## config.mk

```make
export PLATFORM = sky130hd
export DESIGN_NAME = dmem_arbiter_flat
export DESIGN_NICKNAME = d
export VERILOG_FILES = /design/src/rtl/dmem_arb_pkg.sv /design/src/rtl/dmem_arbiter_if.sv /design/src/rtl/rr_pick2.sv /design/src/rtl/dmem_arbiter.sv /design/src/flat_wrapper.sv
export SDC_FILE = /design/constraint.sdc
export NUM_CORES = 1
export LEC_CHECK = 0
export CORE_MARGIN = 2
export CORE_UTILIZATION = 36
export CTS_BUF_LIST = sky130_fd_sc_hd__clkbuf_2 sky130_fd_sc_hd__clkbuf_4 sky130_fd_sc_hd__clkbuf_8
export DETAILED_ROUTE_END_ITERATION = 12
export PLACE_DENSITY = 0.89
export SKIP_CTS_REPAIR_TIMING = 1
export SKIP_LAST_GASP = 1
export SYNTH_ARGS = -nofsm -noshare
export SYNTH_HDL_FRONTEND = slang
export SYNTH_SLANG_ARGS = --single-unit
```

## constraint.sdc

```tcl
create_clock -name clk -period 1.5 [get_ports clk]
set_clock_uncertainty 0.05 [all_clocks]
set_input_delay 0.3 -clock clk [delete_from_list [all_inputs] [get_ports clk]]
set_output_delay 0.3 -clock clk [all_outputs]
set_load 0.005 [all_outputs]
```

## src/rtl/dmem_arb_pkg.sv

```systemverilog
// Shared encodings for the data-memory arbiter: FSM states, port indices, one-hot helper.
package dmem_arb_pkg;

  localparam logic [1:0] ST_IDLE   = 2'd0;
  localparam logic [1:0] ST_ACCESS = 2'd1;
  localparam logic [1:0] ST_RESP   = 2'd2;

  localparam logic PORT_CPU = 1'b0;
  localparam logic PORT_DBG = 1'b1;

  typedef enum logic [1:0] {
    IDLE   = ST_IDLE,
    ACCESS = ST_ACCESS,
    RESP   = ST_RESP
  } state_t;

  function automatic logic [1:0] onehot2(input logic idx);
    return (idx == PORT_DBG) ? 2'b10 : 2'b01;
  endfunction

endpackage

```

## src/rtl/dmem_arbiter_if.sv

```systemverilog
// Requester-side bundle of the data-memory arbiter: per-port req/we/addr/wdata in, gnt/ack/rdata out.
interface dmem_arbiter_if #(
  parameter int AW = 8,
  parameter int DW = 8
);
  logic [1:0]    req;
  logic [1:0]    we;
  logic [AW-1:0] addr0;
  logic [AW-1:0] addr1;
  logic [DW-1:0] wdata0;
  logic [DW-1:0] wdata1;
  logic [1:0]    gnt;
  logic [1:0]    ack;
  logic [DW-1:0] rdata;

  modport master (
    output req, we, addr0, addr1, wdata0, wdata1,
    input  gnt, ack, rdata
  );

  modport slave (
    input  req, we, addr0, addr1, wdata0, wdata1,
    output gnt, ack, rdata
  );
endinterface

```

## src/rtl/rr_pick2.sv

```systemverilog
// Combinational 2-way round-robin selector; on a tie the port that was not served last wins.
module rr_pick2
  import dmem_arb_pkg::*;
(
  input  logic [1:0] req,
  input  logic       rr_last,
  input  logic [1:0] exclude,
  output logic       valid,
  output logic       winner
);

  logic [1:0] cand;

  always_comb begin
    cand   = req & ~exclude;
    valid  = |cand;
    winner = (cand == 2'b11) ? ~rr_last : cand[PORT_DBG];
  end

endmodule

```

## src/rtl/dmem_arbiter.sv

```systemverilog
// Two-port round-robin arbiter/sequencer for a 256x8 single-port data memory; optional DMEM_ARB_STATS_EN adds cnt0/cnt1.
// Latency: ack two cycles after acceptance; back-to-back alternating ports complete every 2 cycles.
// Backpressure: a requester holds req until its ack; the acked port is skipped in its own ack cycle.
module dmem_arbiter
  import dmem_arb_pkg::*;
#(
  parameter int AW = 8,
  parameter int DW = 8
) (
  input  logic          clk,
  input  logic          rst_n,
  dmem_arbiter_if.slave bus,
  output logic [AW-1:0] mem_addr,
  output logic [DW-1:0] mem_wdata,
  output logic          mem_we,
  input  logic [DW-1:0] mem_rdata
`ifdef DMEM_ARB_STATS_EN
  ,
  output logic [7:0]    cnt0,
  output logic [7:0]    cnt1
`endif
);

  state_t        state, state_nxt;
  logic          rr_last;
  logic          cur;
  logic          cur_we;
  logic          accept;
  logic          pick_vld;
  logic          pick_win;
  logic [1:0]    excl;
  logic [AW-1:0] addr_q;
  logic [DW-1:0] wdata_q;
  logic [DW-1:0] rdata_q;
  logic [1:0]    gnt_q;
  logic [1:0]    ack_q;

  rr_pick2 u_pick (
    .req     (bus.req),
    .rr_last (rr_last),
    .exclude (excl),
    .valid   (pick_vld),
    .winner  (pick_win)
  );

  always_ff @(posedge clk) begin
    if (!rst_n) state <= IDLE;
    else        state <= state_nxt;
  end

  // mem_we is gated by rst_n so an ACCESS write cannot land on the reset edge.
  always_comb begin
    state_nxt = state;
    accept    = 1'b0;
    excl      = 2'b00;
    mem_we    = 1'b0;
    case (state)
      IDLE: begin
        if (pick_vld) begin
          accept    = 1'b1;
          state_nxt = ACCESS;
        end
      end
      ACCESS: begin
        mem_we    = cur_we & rst_n;
        state_nxt = RESP;
      end
      RESP: begin
        excl = onehot2(cur);
        if (pick_vld) begin
          accept    = 1'b1;
          state_nxt = ACCESS;
        end else begin
          state_nxt = IDLE;
        end
      end
      default: state_nxt = IDLE;
    endcase
  end

  always_ff @(posedge clk) begin
    if (!rst_n) begin
      rr_last <= PORT_DBG;
      cur     <= PORT_CPU;
      cur_we  <= 1'b0;
      addr_q  <= '0;
      wdata_q <= '0;
      rdata_q <= '0;
      gnt_q   <= 2'b00;
      ack_q   <= 2'b00;
    end else begin
      ack_q <= (state == ACCESS) ? onehot2(cur) : 2'b00;
      if (accept) begin
        cur     <= pick_win;
        rr_last <= pick_win;
        cur_we  <= bus.we[pick_win];
        addr_q  <= (pick_win == PORT_DBG) ? bus.addr1 : bus.addr0;
        wdata_q <= (pick_win == PORT_DBG) ? bus.wdata1 : bus.wdata0;
        gnt_q   <= onehot2(pick_win);
      end else if (state == RESP) begin
        gnt_q <= 2'b00;
      end
      if (state == ACCESS && !cur_we) rdata_q <= mem_rdata;
    end
  end

`ifdef DMEM_ARB_STATS_EN
  always_ff @(posedge clk) begin
    if (!rst_n) begin
      cnt0 <= 8'h00;
      cnt1 <= 8'h00;
    end else begin
      if (ack_q[PORT_CPU] && cnt0 != 8'hFF) cnt0 <= cnt0 + 8'd1;
      if (ack_q[PORT_DBG] && cnt1 != 8'hFF) cnt1 <= cnt1 + 8'd1;
    end
  end
`endif

  assign mem_addr  = addr_q;
  assign mem_wdata = wdata_q;
  assign bus.gnt   = gnt_q;
  assign bus.ack   = ack_q;
  assign bus.rdata = rdata_q;

endmodule

```

## src/flat_wrapper.sv

```systemverilog
// flat-port wrapper written by rule: the top's interface ports become plain ports
module dmem_arbiter_flat import dmem_arb_pkg::*;
#(
  parameter int AW = 8,
  parameter int DW = 8
)
  (clk, rst_n, mem_addr, mem_wdata, mem_we, mem_rdata, bus_req, bus_we, bus_addr0, bus_addr1, bus_wdata0, bus_wdata1, bus_gnt, bus_ack, bus_rdata);
  dmem_arbiter_if #(.AW(AW), .DW(DW)) bus_i ();
  input  logic clk;
  input  logic rst_n;
  output logic [AW-1:0] mem_addr;
  output logic [DW-1:0] mem_wdata;
  output logic mem_we;
  input  logic [DW-1:0] mem_rdata;
  input wire logic [$bits(bus_i.req)-1:0] bus_req;
  input wire logic [$bits(bus_i.we)-1:0] bus_we;
  input wire logic [$bits(bus_i.addr0)-1:0] bus_addr0;
  input wire logic [$bits(bus_i.addr1)-1:0] bus_addr1;
  input wire logic [$bits(bus_i.wdata0)-1:0] bus_wdata0;
  input wire logic [$bits(bus_i.wdata1)-1:0] bus_wdata1;
  output wire logic [$bits(bus_i.gnt)-1:0] bus_gnt;
  output wire logic [$bits(bus_i.ack)-1:0] bus_ack;
  output wire logic [$bits(bus_i.rdata)-1:0] bus_rdata;
  assign bus_i.req = bus_req;
  assign bus_i.we = bus_we;
  assign bus_i.addr0 = bus_addr0;
  assign bus_i.addr1 = bus_addr1;
  assign bus_i.wdata0 = bus_wdata0;
  assign bus_i.wdata1 = bus_wdata1;
  assign bus_gnt = bus_i.gnt;
  assign bus_ack = bus_i.ack;
  assign bus_rdata = bus_i.rdata;
  dmem_arbiter #(.AW(AW), .DW(DW)) u_core (.clk(clk), .rst_n(rst_n), .bus(bus_i), .mem_addr(mem_addr), .mem_wdata(mem_wdata), .mem_we(mem_we), .mem_rdata(mem_rdata));
endmodule
```

==> results of run 1 <==
-- area by class of cell --
cell class / count / area [µm²] / area share
clock inverters: 1 / 30.0 / 0.0118
clock buffers: 7 / 90.1 / 0.0354
flip-flops and latches: 33 / 667 / 0.262
inverters: 9 / 33.8 / 0.0133
well taps: 48 / 60.1 / 0.0236
multi-input cells: 92 / 716 / 0.281
repair buffers: 91 / 946 / 0.372
-- per-stage QoR --
step / setup TNS [ps] / setup slack [ps] / hold slack [ps] / utilization
floorplan: -1110 / -111 / 397 / -
global placement: -8610 / -548 / 397 / 0.624
detailed placement: -9820 / -601 / 420 / 0.624
CTS: -3380 / -601 / 430 / 0.657
global route: -2710 / -252 / 315 / 0.684
finish: -1410 / -166 / 300 / 0.684
-- cell usage after synthesis, drive strengths merged --
cell type	n	share of area
dfxtp	33	0.47
mux2i	23	0.16
a21oi	18	0.091
o21ai	14	0.050
nor2	11	0.029
inv	9	0.024
nand3	5	0.018
buf	4	0.026
clkbuf	3	0.0080
nand2	3	0.0080
o221ai	3	0.019
and2	2	0.0089
nand4	2	0.0089
nor3	2	0.011
a211o	1	0.0062
a211oi	1	0.0089
a311oi	1	0.019
and3b	1	0.0089
nand2b	1	0.0062
nor2b	1	0.0044
nor4	1	0.0044
o211ai	1	0.0053
or2	1	0.0044
-- power breakdown --
group,total [mW],switching [mW],internal [mW]
Combinational,0.621,0.254,0.368
Clock,0.871,0.312,0.559
Sequential,1.01,0.0476,0.960
-- worst min-delay path by stage --
stage	from	to	slack [ps]	cells after the start
after floorplan	mem_rdata[0]	u_core.bus.rdata[0]	400	2
after global placement	u_core.bus.gnt[0]	u_core.bus.gnt[0]	400	2
after detailed placement	u_core.bus.gnt[0]	u_core.bus.gnt[0]	420	2
after CTS	u_core.bus.gnt[0]	u_core.bus.gnt[0]	430	2
after global routing	rst_n	u_core.state[1]	310	3
final	rst_n	u_core.state[1]	300	3
-- cell families after synthesis --
logic type	Yosys count	synth area share
buf+inv	16	0.0577
simple gates	30	0.112
compound gates	39	0.198
mux	23	0.163
flops	33	0.469
-- state kept, by name, indices dropped and copies added (netlist names) --
| signal | cells |
|---|---|
| u_core.cur | 1 |
| u_core.bus.gnt | 2 |
| u_core.mem_wdata | 8 |
| u_core.cur_we | 1 |
| u_core.mem_addr | 8 |
| u_core.bus.ack | 2 |
| u_core.bus.rdata | 8 |
| u_core.state | 2 |
| u_core.rr_last | 1 |
-- per-layer routing --
| metal | vias up | global-route usage |
|---|---|---|
| li1 | 681 | - |
| met1 | 646 | 0.209 |
| met2 | 44 | 0.335 |
| met3 | 9 | 0.0490 |
| met4 | 0 | 0.0893 |
| met5 | - | 0 |
-- tightest hold or removal path, delay by kind of cell --
kind,cells,cell delay (ps)
and+or+nand+nor,1,60
buffers and inverters,2,240
==> flow_metrics.env, run 1 <==
export IMPL_num_fill_cells=292
export IMPL_grt_max_degree=29
export IMPL_num_vias=1380
export IMPL_min_period_ps=1670
export IMPL_pwr_density_cell_nw_per_um2=983
export IMPL_drt_pass1_iter_count=4
export IMPL_worst_path_stages=6
export IMPL_cp_max_fo=14
export IMPL_hold_viol=0
export IMPL_cp_end_kind="flip-flop"
export IMPL_core_um2=3720
export IMPL_p_leak_nw=1.31
export IMPL_ys_types=27
export IMPL_syn_area_um2=1410
export IMPL_maxSlewViolCount=0
export IMPL_syn_nets=187
export IMPL_status="finished, violations left"
export IMPL_cts_root_buf="clkbuf_8"
export IMPL_worst_slack_ps=-166
export IMPL_fin_total_pwr_mw=2.50
export IMPL_clkTransAtPathRegs_ps=60
export IMPL_drv_cap=0
export IMPL_wl_met3_um=178
export IMPL_wl_per_cell_um=15.2
export IMPL_rsz0062_at_grt="yes"
export IMPL_min_path_type="in -> reg"
export IMPL_final_cell_mix="clkdlybuf4s50_1, dfxtp_1, dlymetal6s2s_1"
export IMPL_synth_avg_cell_area_um2=9.99
export IMPL_synth_seq_cells=33
export IMPL_grt_antenna_before_repair=0
export IMPL_drc=0
export IMPL_grt_overflow=0
export IMPL_dr_first_iter_drc_count=72
export IMPL_design_area_um2=2540
export IMPL_grt_pass1_vias=1395
export IMPL_gr_usage_all_layers=0.189
export IMPL_crit_family="compound AO/OA/AOI/OAI gates"
export IMPL_vias_per_cell=4.91
export IMPL_critPathRequiredTime_ps=1620
export IMPL_dp_cells=272
export IMPL_cp_slowest_cell="a311oi_4"
export IMPL_start_util=0.379
export IMPL_dr_max_layer_used="met4"
export IMPL_drive_gt1_frac=0.223
export IMPL_ir_worst_vdd_mv=0.619
export IMPL_failed_checks="setup timing"
export IMPL_dieArea_um2=4430
export IMPL_die_h_um=66.6
export IMPL_wl_met2_mm=2.21
export IMPL_pin_count=75
export IMPL_die_w_um=66.6
export IMPL_clock_sinks=33
export IMPL_period_share=1.11
export IMPL_endpoint="u_core.mem_addr[4]"
export IMPL_cp_buffers_inverters=2
export IMPL_hpwl_mm=2.83
export IMPL_ant_nets=0
export IMPL_ys_seq_area_frac=0.469
export IMPL_fp_row_count=22
export IMPL_r2r_slack_ps=-170
export IMPL_synth_warning_count=0
export IMPL_wirelength_mm=4.27
export IMPL_cpPeakStageDelay_ps=320
export IMPL_syn_inst=141
export IMPL_fmax_ghz=0.600
export IMPL_cts_htree_levels=2
export IMPL_worstMarginPinSlew_ps=349
export IMPL_clk_path_buf_depth=2
export IMPL_gp_congestion=0.782
export IMPL_clkLatencyLatePin_ps=280
export IMPL_fin_cells=281
export IMPL_crit_chain="buf_4 > nand2b_4 > a311oi_4 > buf_12 > mux2i_1 > a21oi_2"
export IMPL_worst_ep_arrival_time_ps=1780
export IMPL_grt_pass1_wl_mm=6.28
export IMPL_n_antenna_cell=0
export IMPL_timing_rr_end="u_core.mem_addr[4]"
export IMPL_slew_headroom=0.766
export IMPL_cts_tree="built"
export IMPL_area_growth_pct=80.5
export IMPL_r2r_start="u_core.state[0]"
export IMPL_cp_start_kind="flip-flop"
export IMPL_port_buffer_count=74
export IMPL_setup_viol=14
export IMPL_wl_met1_mm=1.79
export IMPL_final_net_count=278
export IMPL_final_common_cell="clkdlybuf4s50_1"
export IMPL_critical_path_class="reg -> reg"
export IMPL_post_dp_cell_area_um2=2320
export IMPL_critPathLaunch="u_core.state[0]"
export IMPL_worstRegToRegCells=6
export IMPL_numCtsBuffers=5
Power figures use the tool's default switching activity.
==> run 2: changes to the inputs <==
Settings changed: PLACE_DENSITY 0.89 to 0.78.
==> flow_metrics.env, run 2 (same netlist as run 1, synthesis figures left out) <==
export IMPL_final_common_cell="clkdlybuf4s50_1"
export IMPL_drv_cap=0
export IMPL_cts_tree="built"
export IMPL_die_w_um=66.6
export IMPL_tns_ps=-1210
export IMPL_worst_ep_arrival_time_ps=1290
export IMPL_seqPwrFrac=0.448
export IMPL_drt_pass1_iter_count=4
export IMPL_cp_end_kind="output pin"
export IMPL_whs_endpoint="u_core.bus.gnt[0]"
export IMPL_final_net_count=277
export IMPL_worstRegToRegCells=6
export IMPL_gp_congestion=0.778
export IMPL_cts_root_buf="clkbuf_8"
export IMPL_gr_usage_all_layers=0.170
export IMPL_rsz0062_at_grt="yes"
export IMPL_grt_overflow=0
export IMPL_worst_slack_ps=-142
export IMPL_grt_pass1_wl_mm=5.70
export IMPL_p_leak_nw=1.17
export IMPL_numCtsBuffers=5
export IMPL_pwr_density_cell_nw_per_um2=908
export IMPL_status="finished, violations left"
export IMPL_min_path_cells=2
export IMPL_maxSlewViolCount=0
export IMPL_critPathRequiredTime_ps=1150
export IMPL_power_share_combinational=0.265
export IMPL_fmax_ghz=0.609
export IMPL_min_path_type="reg -> reg"
export IMPL_clkTransAtPathRegs_ps=60
export IMPL_port_buffer_count=74
export IMPL_worstMarginPinSlew_ps=299
export IMPL_clock_sinks=33
export IMPL_swShare=0.258
export IMPL_timing_rr_end="u_core.mem_wdata[5]"
export IMPL_hold_viol=0
export IMPL_r2r_slack_ps=-90
export IMPL_p_clk_frac=0.286
export IMPL_wirelength_mm=3.58
export IMPL_critical_path_class="in -> out"
export IMPL_grt_max_degree=29
export IMPL_grt_antenna_before_repair=0
export IMPL_cp_start_kind="input port"
export IMPL_drive_gt1_frac=0.216
export IMPL_hpwl_mm=2.70
export IMPL_r2r_start="u_core.state[0]"
export IMPL_start_util=0.379
export IMPL_power_switching_mw=0.579
export IMPL_dr_first_iter_drc_count=62
export IMPL_ant_nets=0
export IMPL_wl_per_cell_um=12.8
export IMPL_fp_row_count=22
export IMPL_cp_max_fo=3
export IMPL_ir_worst_vdd_mv=0.608
export IMPL_num_vias=1336
export IMPL_failed_checks="setup timing"
export IMPL_min_period_ps=1640
export IMPL_area_growth_pct=75.5
export IMPL_cts_htree_levels=2
export IMPL_setup_viol=15
export IMPL_grt_pass1_vias=1321
export IMPL_vias_per_cell=4.77
export IMPL_slew_headroom=0.796
export IMPL_clkLatencyLatePin_ps=280
export IMPL_die_h_um=66.6
export IMPL_n_antenna_cell=0
export IMPL_final_cell_mix="clkdlybuf4s50_1, dfxtp_1, mux2i_1"
export IMPL_power_internal_mw=1.67
export IMPL_dieArea_um2=4430
export IMPL_whs_ps=408
export IMPL_utilization=0.665
export IMPL_pin_count=75
export IMPL_worstHoldStart="u_core.bus.gnt[0]"
export IMPL_clk_path_buf_depth=2
export IMPL_drc=0
export IMPL_core_um2=3720
export IMPL_period_share=1.09
[run 2: cell count changes in the layout (fill, tap and decap cells not counted), sizes merged]
cell / change
buf: -1
bufinv: -1
clkbuf: -1
clkdlybuf4s50: +8
clkinv: +2
dlymetal6s2s: -8
[run 2: power groups by stage]
stage                     combinational (mW)  sequential, mW  clock (mW)
after floorplan                        0.238            1.03           0
after CTS                              0.602            1.01       0.667
after global routing                   0.647            1.02       0.707
final                                  0.596            1.01       0.643
after global placement                 0.590            1.02           0
after detailed placement               0.599            1.02           0
[run 2: critical path: stages]
cell and delay (ps):
clkdlybuf4s50_1 480, inv_1 70, nor3_2 180, and2_1 150, clkbuf_2 110
[run 2: how the worst max path moves through the flow]
stage / from / end / slack, ps / depth (start not counted)
after CTS: rst_n / mem_we / -570 / 5
after global placement: rst_n / mem_we / -570 / 5
after detailed placement: rst_n / mem_we / -570 / 5
after global routing: rst_n / mem_we / -210 / 5
final: rst_n / mem_we / -140 / 5
after floorplan: u_core.state[1] / u_core.mem_addr[4] / -110 / 6
[run 2: final cells by class]
| class | count | area (µm²) |
|---|---|---|
| clock buffers | 6 | 76.3 |
| clock inverters | 2 | 10.0 |
| fillers | 308 | 1240 |
| inverters | 9 | 33.8 |
| multi-input cells | 92 | 706 |
| flip-flops and latches | 33 | 668 |
| well taps | 48 | 60.1 |
| repair buffers | 90 | 918 |
[run 2: routing by layer]
layer  wire length (µm)  track usage
met1               1560        0.201
met3                159       0.0355
met5                  0            0
met2               1800        0.290
met4                 57       0.0842
[run 2: metrics by stage]
step / cells / cell area [µm²] / power, mW / setup slack [ps]
2_1_floorplan: 141 / 1410 / 1.27 / -111
3_3_place_gp: 272 / 2320 / 1.61 / -566
3_5_place_dp: 272 / 2320 / 1.62 / -572
4_1_cts: 280 / 2410 / 2.27 / -572
5_1_grt: 280 / 2470 / 2.37 / -205
6_report: 280 / 2470 / 2.24 / -142
